--- src/rtl/stage_fetch_if.sv ---
// Bundle between the fetch stage, instruction memory and the decode stage.
// The master side is the fetch stage; the slave side is its environment
// (instruction memory, decode and the branch/jump redirect source).
interface stage_fetch_if #(
  parameter int INSTR_SIZE = 32,
  parameter int ADDR_SIZE  = 32
);

  // Instruction memory request/grant/response
  logic                  imem_req_o;
  logic [ADDR_SIZE-1:0]  imem_addr_o;
  logic                  imem_gnt_i;
  logic                  imem_rvalid_i;
  logic [INSTR_SIZE-1:0] imem_rdata_i;

  // Decode valid/ready handshake
  logic [INSTR_SIZE-1:0] instr_o;
  logic [ADDR_SIZE-1:0]  pc_o;
  logic                  instr_valid_o;
  logic                  instr_ready_i;

  // Taken jump/branch redirect
  logic                  redirect_i;
  logic [ADDR_SIZE-1:0]  redirect_pc_i;

  modport master (
    output imem_req_o,
    output imem_addr_o,
    input  imem_gnt_i,
    input  imem_rvalid_i,
    input  imem_rdata_i,
    output instr_o,
    output pc_o,
    output instr_valid_o,
    input  instr_ready_i,
    input  redirect_i,
    input  redirect_pc_i
  );

  modport slave (
    input  imem_req_o,
    input  imem_addr_o,
    output imem_gnt_i,
    output imem_rvalid_i,
    output imem_rdata_i,
    input  instr_o,
    input  pc_o,
    input  instr_valid_o,
    output instr_ready_i,
    output redirect_i,
    output redirect_pc_i
  );

endinterface

--- src/rtl/stage_fetch.sv ---
// Instruction fetch stage: owns the PC, keeps at most one instruction memory
// request in flight, hands each fetched word to decode over valid/ready and
// follows taken jumps/branches, throwing away any fetch that became stale.
module stage_fetch #(
  parameter int                    INSTR_SIZE = 32,
  parameter int                    ADDR_SIZE  = 32,
  parameter logic [ADDR_SIZE-1:0]  RESET_PC   = 32'h0000_1000,
  parameter logic [INSTR_SIZE-1:0] NOP_INSTR  = 32'h0000_0013
) (
  input  logic          clk,
  input  logic          reset_n,
  stage_fetch_if.master bus
);

  // REQ: asking memory; WAIT: granted, awaiting data; HOLD: word offered to
  // decode; DROP: awaiting the response of a fetch made stale by a redirect.
  typedef enum logic [1:0] {
    REQ  = 2'd0,
    WAIT = 2'd1,
    HOLD = 2'd2,
    DROP = 2'd3
  } state_t;

  state_t                state;
  logic [ADDR_SIZE-1:0]  pc_q;
  logic [ADDR_SIZE-1:0]  req_pc_q;
  logic [INSTR_SIZE-1:0] instr_q;
  logic [ADDR_SIZE-1:0]  pc_out_q;
  logic                  valid_q;
  logic [ADDR_SIZE-1:0]  redirect_target;

  // Redirect targets are always word aligned, whatever the low bits say.
  assign redirect_target = {bus.redirect_pc_i[ADDR_SIZE-1:2], 2'b00};

  // The request is a decode of the state, held low while reset is asserted
  // so memory sees nothing during reset even though the state already reads REQ.
  assign bus.imem_req_o    = reset_n && (state == REQ);
  assign bus.imem_addr_o   = pc_q;
  assign bus.instr_o       = instr_q;
  assign bus.pc_o          = pc_out_q;
  assign bus.instr_valid_o = valid_q;

  // Fetch FSM with the PC and the decode-side buffer; a redirect beats
  // every other event seen in the same cycle.
  always_ff @(posedge clk or negedge reset_n) begin
    if (!reset_n) begin
      state    <= REQ;
      pc_q     <= RESET_PC;
      req_pc_q <= RESET_PC;
      instr_q  <= NOP_INSTR;
      pc_out_q <= RESET_PC;
      valid_q  <= 1'b0;
    end else begin
      case (state)
        REQ: begin
          if (bus.redirect_i) begin
            pc_q <= redirect_target;
            if (bus.imem_gnt_i) begin
              state <= DROP;
            end
          end else if (bus.imem_gnt_i) begin
            req_pc_q <= pc_q;
            pc_q     <= pc_q + ADDR_SIZE'(4);
            state    <= WAIT;
          end
        end

        WAIT: begin
          if (bus.redirect_i) begin
            pc_q  <= redirect_target;
            state <= bus.imem_rvalid_i ? REQ : DROP;
          end else if (bus.imem_rvalid_i) begin
            instr_q  <= bus.imem_rdata_i;
            pc_out_q <= req_pc_q;
            valid_q  <= 1'b1;
            state    <= HOLD;
          end
        end

        HOLD: begin
          if (bus.redirect_i) begin
            pc_q    <= redirect_target;
            valid_q <= 1'b0;
            instr_q <= NOP_INSTR;
            state   <= REQ;
          end else if (bus.instr_ready_i) begin
            valid_q <= 1'b0;
            instr_q <= NOP_INSTR;
            state   <= REQ;
          end
        end

        DROP: begin
          if (bus.redirect_i) begin
            pc_q <= redirect_target;
          end
          if (bus.imem_rvalid_i) begin
            state <= REQ;
          end
        end

        default: begin
          state <= REQ;
        end
      endcase
    end
  end

endmodule

--- src/flat_wrapper.sv ---
// flat-port wrapper written by rule: the top's interface ports become plain ports
module stage_fetch_flat 
#(
  parameter int                    INSTR_SIZE = 32,
  parameter int                    ADDR_SIZE  = 32,
  parameter logic [ADDR_SIZE-1:0]  RESET_PC   = 32'h0000_1000,
  parameter logic [INSTR_SIZE-1:0] NOP_INSTR  = 32'h0000_0013
)
  (clk, reset_n, bus_imem_req_o, bus_imem_addr_o, bus_imem_gnt_i, bus_imem_rvalid_i, bus_imem_rdata_i, bus_instr_o, bus_pc_o, bus_instr_valid_o, bus_instr_ready_i, bus_redirect_i, bus_redirect_pc_i);
  stage_fetch_if #(.INSTR_SIZE(INSTR_SIZE), .ADDR_SIZE(ADDR_SIZE)) bus_i ();
  input  logic clk;
  input  logic reset_n;
  output wire logic [$bits(bus_i.imem_req_o)-1:0] bus_imem_req_o;
  output wire logic [$bits(bus_i.imem_addr_o)-1:0] bus_imem_addr_o;
  input wire logic [$bits(bus_i.imem_gnt_i)-1:0] bus_imem_gnt_i;
  input wire logic [$bits(bus_i.imem_rvalid_i)-1:0] bus_imem_rvalid_i;
  input wire logic [$bits(bus_i.imem_rdata_i)-1:0] bus_imem_rdata_i;
  output wire logic [$bits(bus_i.instr_o)-1:0] bus_instr_o;
  output wire logic [$bits(bus_i.pc_o)-1:0] bus_pc_o;
  output wire logic [$bits(bus_i.instr_valid_o)-1:0] bus_instr_valid_o;
  input wire logic [$bits(bus_i.instr_ready_i)-1:0] bus_instr_ready_i;
  input wire logic [$bits(bus_i.redirect_i)-1:0] bus_redirect_i;
  input wire logic [$bits(bus_i.redirect_pc_i)-1:0] bus_redirect_pc_i;
  assign bus_imem_req_o = bus_i.imem_req_o;
  assign bus_imem_addr_o = bus_i.imem_addr_o;
  assign bus_i.imem_gnt_i = bus_imem_gnt_i;
  assign bus_i.imem_rvalid_i = bus_imem_rvalid_i;
  assign bus_i.imem_rdata_i = bus_imem_rdata_i;
  assign bus_instr_o = bus_i.instr_o;
  assign bus_pc_o = bus_i.pc_o;
  assign bus_instr_valid_o = bus_i.instr_valid_o;
  assign bus_i.instr_ready_i = bus_instr_ready_i;
  assign bus_i.redirect_i = bus_redirect_i;
  assign bus_i.redirect_pc_i = bus_redirect_pc_i;
  stage_fetch #(.INSTR_SIZE(INSTR_SIZE), .ADDR_SIZE(ADDR_SIZE), .RESET_PC(RESET_PC), .NOP_INSTR(NOP_INSTR)) u_core (.clk(clk), .reset_n(reset_n), .bus(bus_i));
endmodule
--- config.mk ---
export PLATFORM = sky130hd
export DESIGN_NAME = stage_fetch_flat
export DESIGN_NICKNAME = d
export VERILOG_FILES = /design/src/rtl/stage_fetch_if.sv /design/src/rtl/stage_fetch.sv /design/src/flat_wrapper.sv
export SDC_FILE = /design/constraint.sdc
export NUM_CORES = 1
export LEC_CHECK = 0
export ABC_AREA = 1
export BUFFER_PORTS_ARGS = -buffer_cell sky130_fd_sc_hd__clkbuf_2
export CORE_ASPECT_RATIO = 1.1
export CORE_MARGIN = 2
export CORE_UTILIZATION = 52
export DETAILED_ROUTE_END_ITERATION = 8
export PLACE_DENSITY = 0.8
export SYNTH_ARGS = -nofsm -noshare
export SYNTH_HDL_FRONTEND = slang
export SYNTH_SLANG_ARGS = --single-unit
--- constraint.sdc ---
create_clock -name clk -period 1.95 [get_ports clk]
set_input_delay 0.0975 -clock clk [delete_from_list [all_inputs] [get_ports clk]]
set_output_delay 0.0975 -clock clk [all_outputs]
set_load 0.01 [all_outputs]
# Yosys cells after proc, flatten, opt, wreduce, memory -nomap -nowiden
# Index checks and enable logic that the tools add are counted.
op_classes:
  add_sub_neg: 1
  n_eq_ne: 11
  n_mux: 24
  n_bitwise: 1
  n_reduce_logical: 9
op_table:
  columns: ["cell", "count"]
  rows:
  - ["$mux 32", 7]
  - ["$pmux 32 s2", 2]
  - ["$add 32x3->32 const B", 1]
  - ["$mux 2", 9]
  - ["$ne 3x3->1 const B", 3]
  - ["$ne 2x2->1 const B", 4]
  - ["$pmux 2 s4", 1]
  - ["$reduce_and 4->1", 2]
  - ["$reduce_and 3->1", 2]
  - ["$eq 2x2->1 const B", 2]
  - ["$mux 1", 4]
  - ["$reduce_or 3->1", 1]
  - ["$eq 2x1->1 const B", 1]
  - ["$logic_not 2->1", 1]
  - ["$ne 2x1->1 const B", 1]
  - ["$pmux 1 s2", 1]
  - ["$reduce_and 2->1", 1]
  - ["$reduce_bool 2->1", 1]
  - ["$logic_and 1x1->1", 1]
  - ["$not 1->1", 1]
word_totals:
  ff_bits: 131
  input_bits: 70
  out_inout_bits: 98
  word_cells: 52

# Logic depth before layout (Yosys ltp)
depth:
  depth_word: 4
  ltp_mapped: 10
  ltp_nobuf: 10

# Least setup slack after synthesis
# OpenSTA, ideal clock, no wires.
synth_path:
  path_kind: "reg2reg"
  from: "reg u_core.pc_q[3], in the netlist u_core.bus.imem_addr_o[3]"
  to: "reg u_core.pc_q[28], in the netlist u_core.bus.imem_addr_o[28]"
  setup_ns: 0.116
  arrival_time_ns: 1.420
  required_ns: 1.834
  setup_slack_ns: 0.413
  stages_incl_launch_ff: 11
  n_path_buf: 0
  synth_period_minus_slack_ns: 1.537
  path_cell_list: "dfrtp_1 > ha_1 > nand2_1 > nor2_1 > nand2_1 > nor2_2 > nand2_1 > nand2_1 > nand3_1 > nand2_1 > nand2_1"
synth_between:
  elab_chain_len: 4
synth_rtl:
  columns: ["item", "line_no", "source"]
  rows:
  - ["from (decl)", "stage_fetch.sv:25", "logic [ADDR_SIZE-1:0] pc_q;"]
  - ["from (signal assigned)", "stage_fetch.sv:57", "pc_q <= redirect_target;"]
  - ["from (signal assigned)", "stage_fetch.sv:63", "pc_q <= pc_q + ADDR_SIZE'(4);"]
  - ["from (signal assigned)", "stage_fetch.sv:70", "pc_q <= redirect_target;"]
  - ["$add 32x3->32", "stage_fetch.sv:63", null]
  - ["$mux 32", "stage_fetch.sv:61", "end else if (bus.imem_gnt_i) begin"]
  - ["$mux 32", "stage_fetch.sv:56", "if (bus.redirect_i) begin"]
  - ["$pmux 32 s2", "stage_fetch.sv:54", "case (state)"]
# Every way passes these cells. The select of a mux whose other input is x is not followed.
# A chain may end at the register's enable or synchronous reset.

# Worst setup path in the final report
# Same ends and word-level chain as after synthesis.

==> results by group <==
Finish
  – Area of the multi-input gates: 2340 um^2
  – Post-layout util: 72.2%
  – Sequential Area: 3140 um^2
  – Layout cells sized above 1: 24.2%
  – Most frequent cells in the layout: nand2_1, clkbuf_2, dfrtp_1, nor2_1, dlygate4sd3_1
  – NumNets Final: 1003
  – Leading cell type in the layout, fill and taps excluded: nand2_1
  – Fillers: 801
  – Layout area overhead: 35.2%
  – Final instance count without filler cells: 1093

Die
  – Die Wd: 105 um
  – Site Rows: 40
  – Die height: 115 um
  – # IOs: 168
  – Initial Util: 53.4%
  – Core Area: 11000 um^2
  – Die footprint: 12100 um^2

Worst setup path
  – Crit Path Max Fanout: 6
  – WS Path Type: reg -> reg
  – Critical path data required time: 2.26 ns
  – CP delay by family, top: simple AND/OR/NAND/NOR gates
  – Worst path arrival time: 2.03 ns
  – Slowest-stage cell, CP: dfrtp_1
  – Setup crit end kind: flop
  – Worst path most repeated cell: nand2_1
  – Buf/Inv on CP: 0
  – Critical path origin: u_core.bus.imem_addr_o[3]
  – Slowest Stage Delay on Critical Path: 0.42 ns
  – CP Cell Sequence: ha_1 > nand2_1 > nor2_2 > nand2_1 > nor2_2 > nand2_1 > nand2_1 > nand3_1 > nand2_1 > nand2_1
  – CP Launch Type: flop
  – R2r startpoint: u_core.bus.imem_addr_o[3]

Worst hold path
  – Worst hold start: bus_redirect_pc_i[31]
  – HP Class: in -> reg

Timing
  – Clk_skew: 0.00945 ns
  – FMAX: 580 MHz
  – Final hold violation count: 0
  – RSZ-0062 raised after global routing: false
  – # setup viols final: 0
  – Final WS setup: 0.227 ns
  – Final Max Tran Viols: 0
  – Final min period: 1.72 ns
  – Ratio of final minimum period to clock period: 88.4%
  – Worst slew pin tran: 0.672 ns
  – Rel. slew slack: 55.2%
  – Setup TNS: 0 ns
  – WHS: 0.0104 ns

Power
  – Clk pwr share: 28.5%
  – Lkg Pwr: 4.13 nW
  – Switching pwr: 4.42 mW
  – Power Density: 1500 nW/um^2
  – Combinational Power Share: 32.9%
  – Internal Power: 7.42 mW
  – Max IR drop VDD: 0.676 mV
  – Sw frac: 37.3%
  – Sequential power share: 38.7%

Flow run
  – Max cap viols: 0

Drt
  – DR WL/cell: 15.7 um
  – Initial DRC Count: 494
  – Vias per inst: 5.30
  – Antenna-violating nets left: 0
  – First-pass iteration count of the detailed router: 5
  – Detailed Route WL: 17200 um
  – Drt drc: 0
  – Vias: 5794

Synthesis
  – Number of flops mapped to enable cells by yosys: 0
  – Biggest area consumer among synthesized cells: dfrtp_1
  – Synth Area in Compound Gates: 12.1%
  – Simple-Gate Fraction of Synth Area: 27.1%
  – Commonest register cell after synthesis: dfrtp_1
  – Syn Inst Count: 719
  – Synth top area share: 50.9%
  – Async set or reset register ratio after synthesis: 100%
  – Synth unique cells: 33
  – Synthesis-stage register bit count: 125
  – Number of synthesis warnings: 0
  – Synth Area in Adders: 0.214%
  – Mux contribution to synthesized area: 0%
  – Post-Syn Area: 5850 um^2
  – Seq/Total Area, Yosys: 53.6%
  – Top cells by area, synth: dfrtp_1, nand2_1, nor2_1, a22o_1, o21ai_0
  – Largest family of logic cells by synthesized area: simple AND/OR/NAND/NOR gates
  – Post-synthesis xor/xnor area fraction: 0.150%
  – Post-synthesis average cell area: 8.14 um^2

GRT
  – First-pass GRT wire length: 27300 um
  – Pin count of the biggest net entering global routing: 126
  – GR Util All Layers: 29.3%
  – Vias in the first global route: 5486
  – Initial antenna violation count: 1
  – Grt ovf: 0

CTS
  – Clk pin slew, worst setup/hold paths: 0.06 ns
  – Clk_lat worst skew: 0.41 ns
  – H-Tree Depth: 4
  – Postcts setup bufs: 0
  – CTS buffer count: 17
  – Clock Path Buffers: 2
  – Root buffer cell: clkbuf_16
  – CTS tree: done
  – Clk sinks: 125

Placed design
  – Placed Instances: 1009
  – Pre-CTS setup slack: 0.225 ns
  – RD Place Congestion: 0.962
  – Dpl hpwl: 11200 um
  – Port Buf Inserts: 161

Outcome
  – Status: finished, final reports clean
==> area by class of cell <==
class	count	area share [%]
timing repair buffer	226	18.1
antenna	1	0.0316
inverter	49	2.32
sequential	125	39.6
multi-input combinational	513	29.6
clock buffer	19	5.60
tap	147	2.32
clock inverter	13	2.37
==> synthesized netlist by cell type (3+ instances only) <==
| master | count |
|---|---|
| dfstp_2 | 6 |
| inv_1 | 43 |
| nor2_1 | 81 |
| buf_2 | 10 |
| nand2_1 | 255 |
| a21oi_1 | 15 |
| nor3_1 | 8 |
| nand3_1 | 34 |
| o22ai_1 | 8 |
| o21ai_1 | 6 |
| nor2_2 | 5 |
| o21ai_0 | 44 |
| o22a_1 | 3 |
| buf_4 | 15 |
| nand4_1 | 5 |
| a22o_1 | 29 |
| dfrtp_1 | 119 |
| inv_2 | 6 |
| clkbuf_1 | 8 |
==> metrics by stage <==
step / instance area, um^2 / total power [mW]
2_1_floorplan: 5860 / 6.68
3_3_place_gp: 6770 / 8.14
4_1_cts: 7910 / 11.8
6_report: 7920 / 11.8
3_5_place_dp: 6770 / 8.27
5_1_grt: 7920 / 12.5
==> flip-flops by register name, indices dropped and copies added, names as in the netlist <==
signal	count
u_core.bus.imem_addr_o	30
u_core.bus.instr_valid_o	1
u_core.req_pc_q	30
u_core.bus.pc_o	30
u_core.state	2
u_core.bus.instr_o	32
==> kinds of logic after synthesis <==
family | after synthesis
buf+inv | 84
simple gates | 395
fa+ha+maj | 1
other cells | 1
flops | 125
compound gates | 112
xor+xnor | 1
==> worst register-to-register path, cell delays in order (launching register included) <==
cell     delay (ns)
dfrtp_1        0.42
ha_1           0.24
nand2_1        0.08
nor2_2         0.17
nand2_1        0.16
nor2_2         0.24
nand2_1        0.09
nand2_1        0.06
nand3_1        0.06
nand2_1        0.06
nand2_1        0.04
==> what timing repair did <==
item                                    in CTS  in global routing
hold endpoints to repair                   169                  0
hold buffers                                51                  0
endpoints found under the setup margin       0                  1
resized for setup                            0                  1
==> path summary, 6_finish.rpt <==
kind,endpoint,cells past startpoint,slack (ns)
min in group asynchronous,u_core.req_pc_q[3],3,0.39
worst max-delay path,u_core.bus.imem_addr_o[28],10,0.23
worst min register to register,u_core.bus.pc_o[26],2,0.47
max in group asynchronous,u_core.bus.imem_addr_o[27],3,1.04
worst min-delay path,u_core.bus.imem_addr_o[31],5,0.01
worst max register to register,u_core.bus.imem_addr_o[28],10,0.23
==> power groups by stage <==
stage | sequential, mW | combinational (mW) | clock [mW]
final | 4.58 | 3.89 | 3.37
after global routing | 4.71 | 4.32 | 3.52
after CTS | 4.52 | 3.87 | 3.39
after detailed placement | 4.54 | 3.73 | 0
after global placement | 4.49 | 3.65 | 0
after floorplan | 4.78 | 1.90 | 0
==> metal layers <==
metal	GRT usage, %	vias up	wire, um	share of wire (%)
met2	49.0	270	8520	50
met4	12.9	0	469	2.7
li1	-	2748	-	-
met1	36.6	2735	7070	41
met5	0	-	0	0
met3	6.92	41	1120	6.5
(Power assumes the default switching activity.)
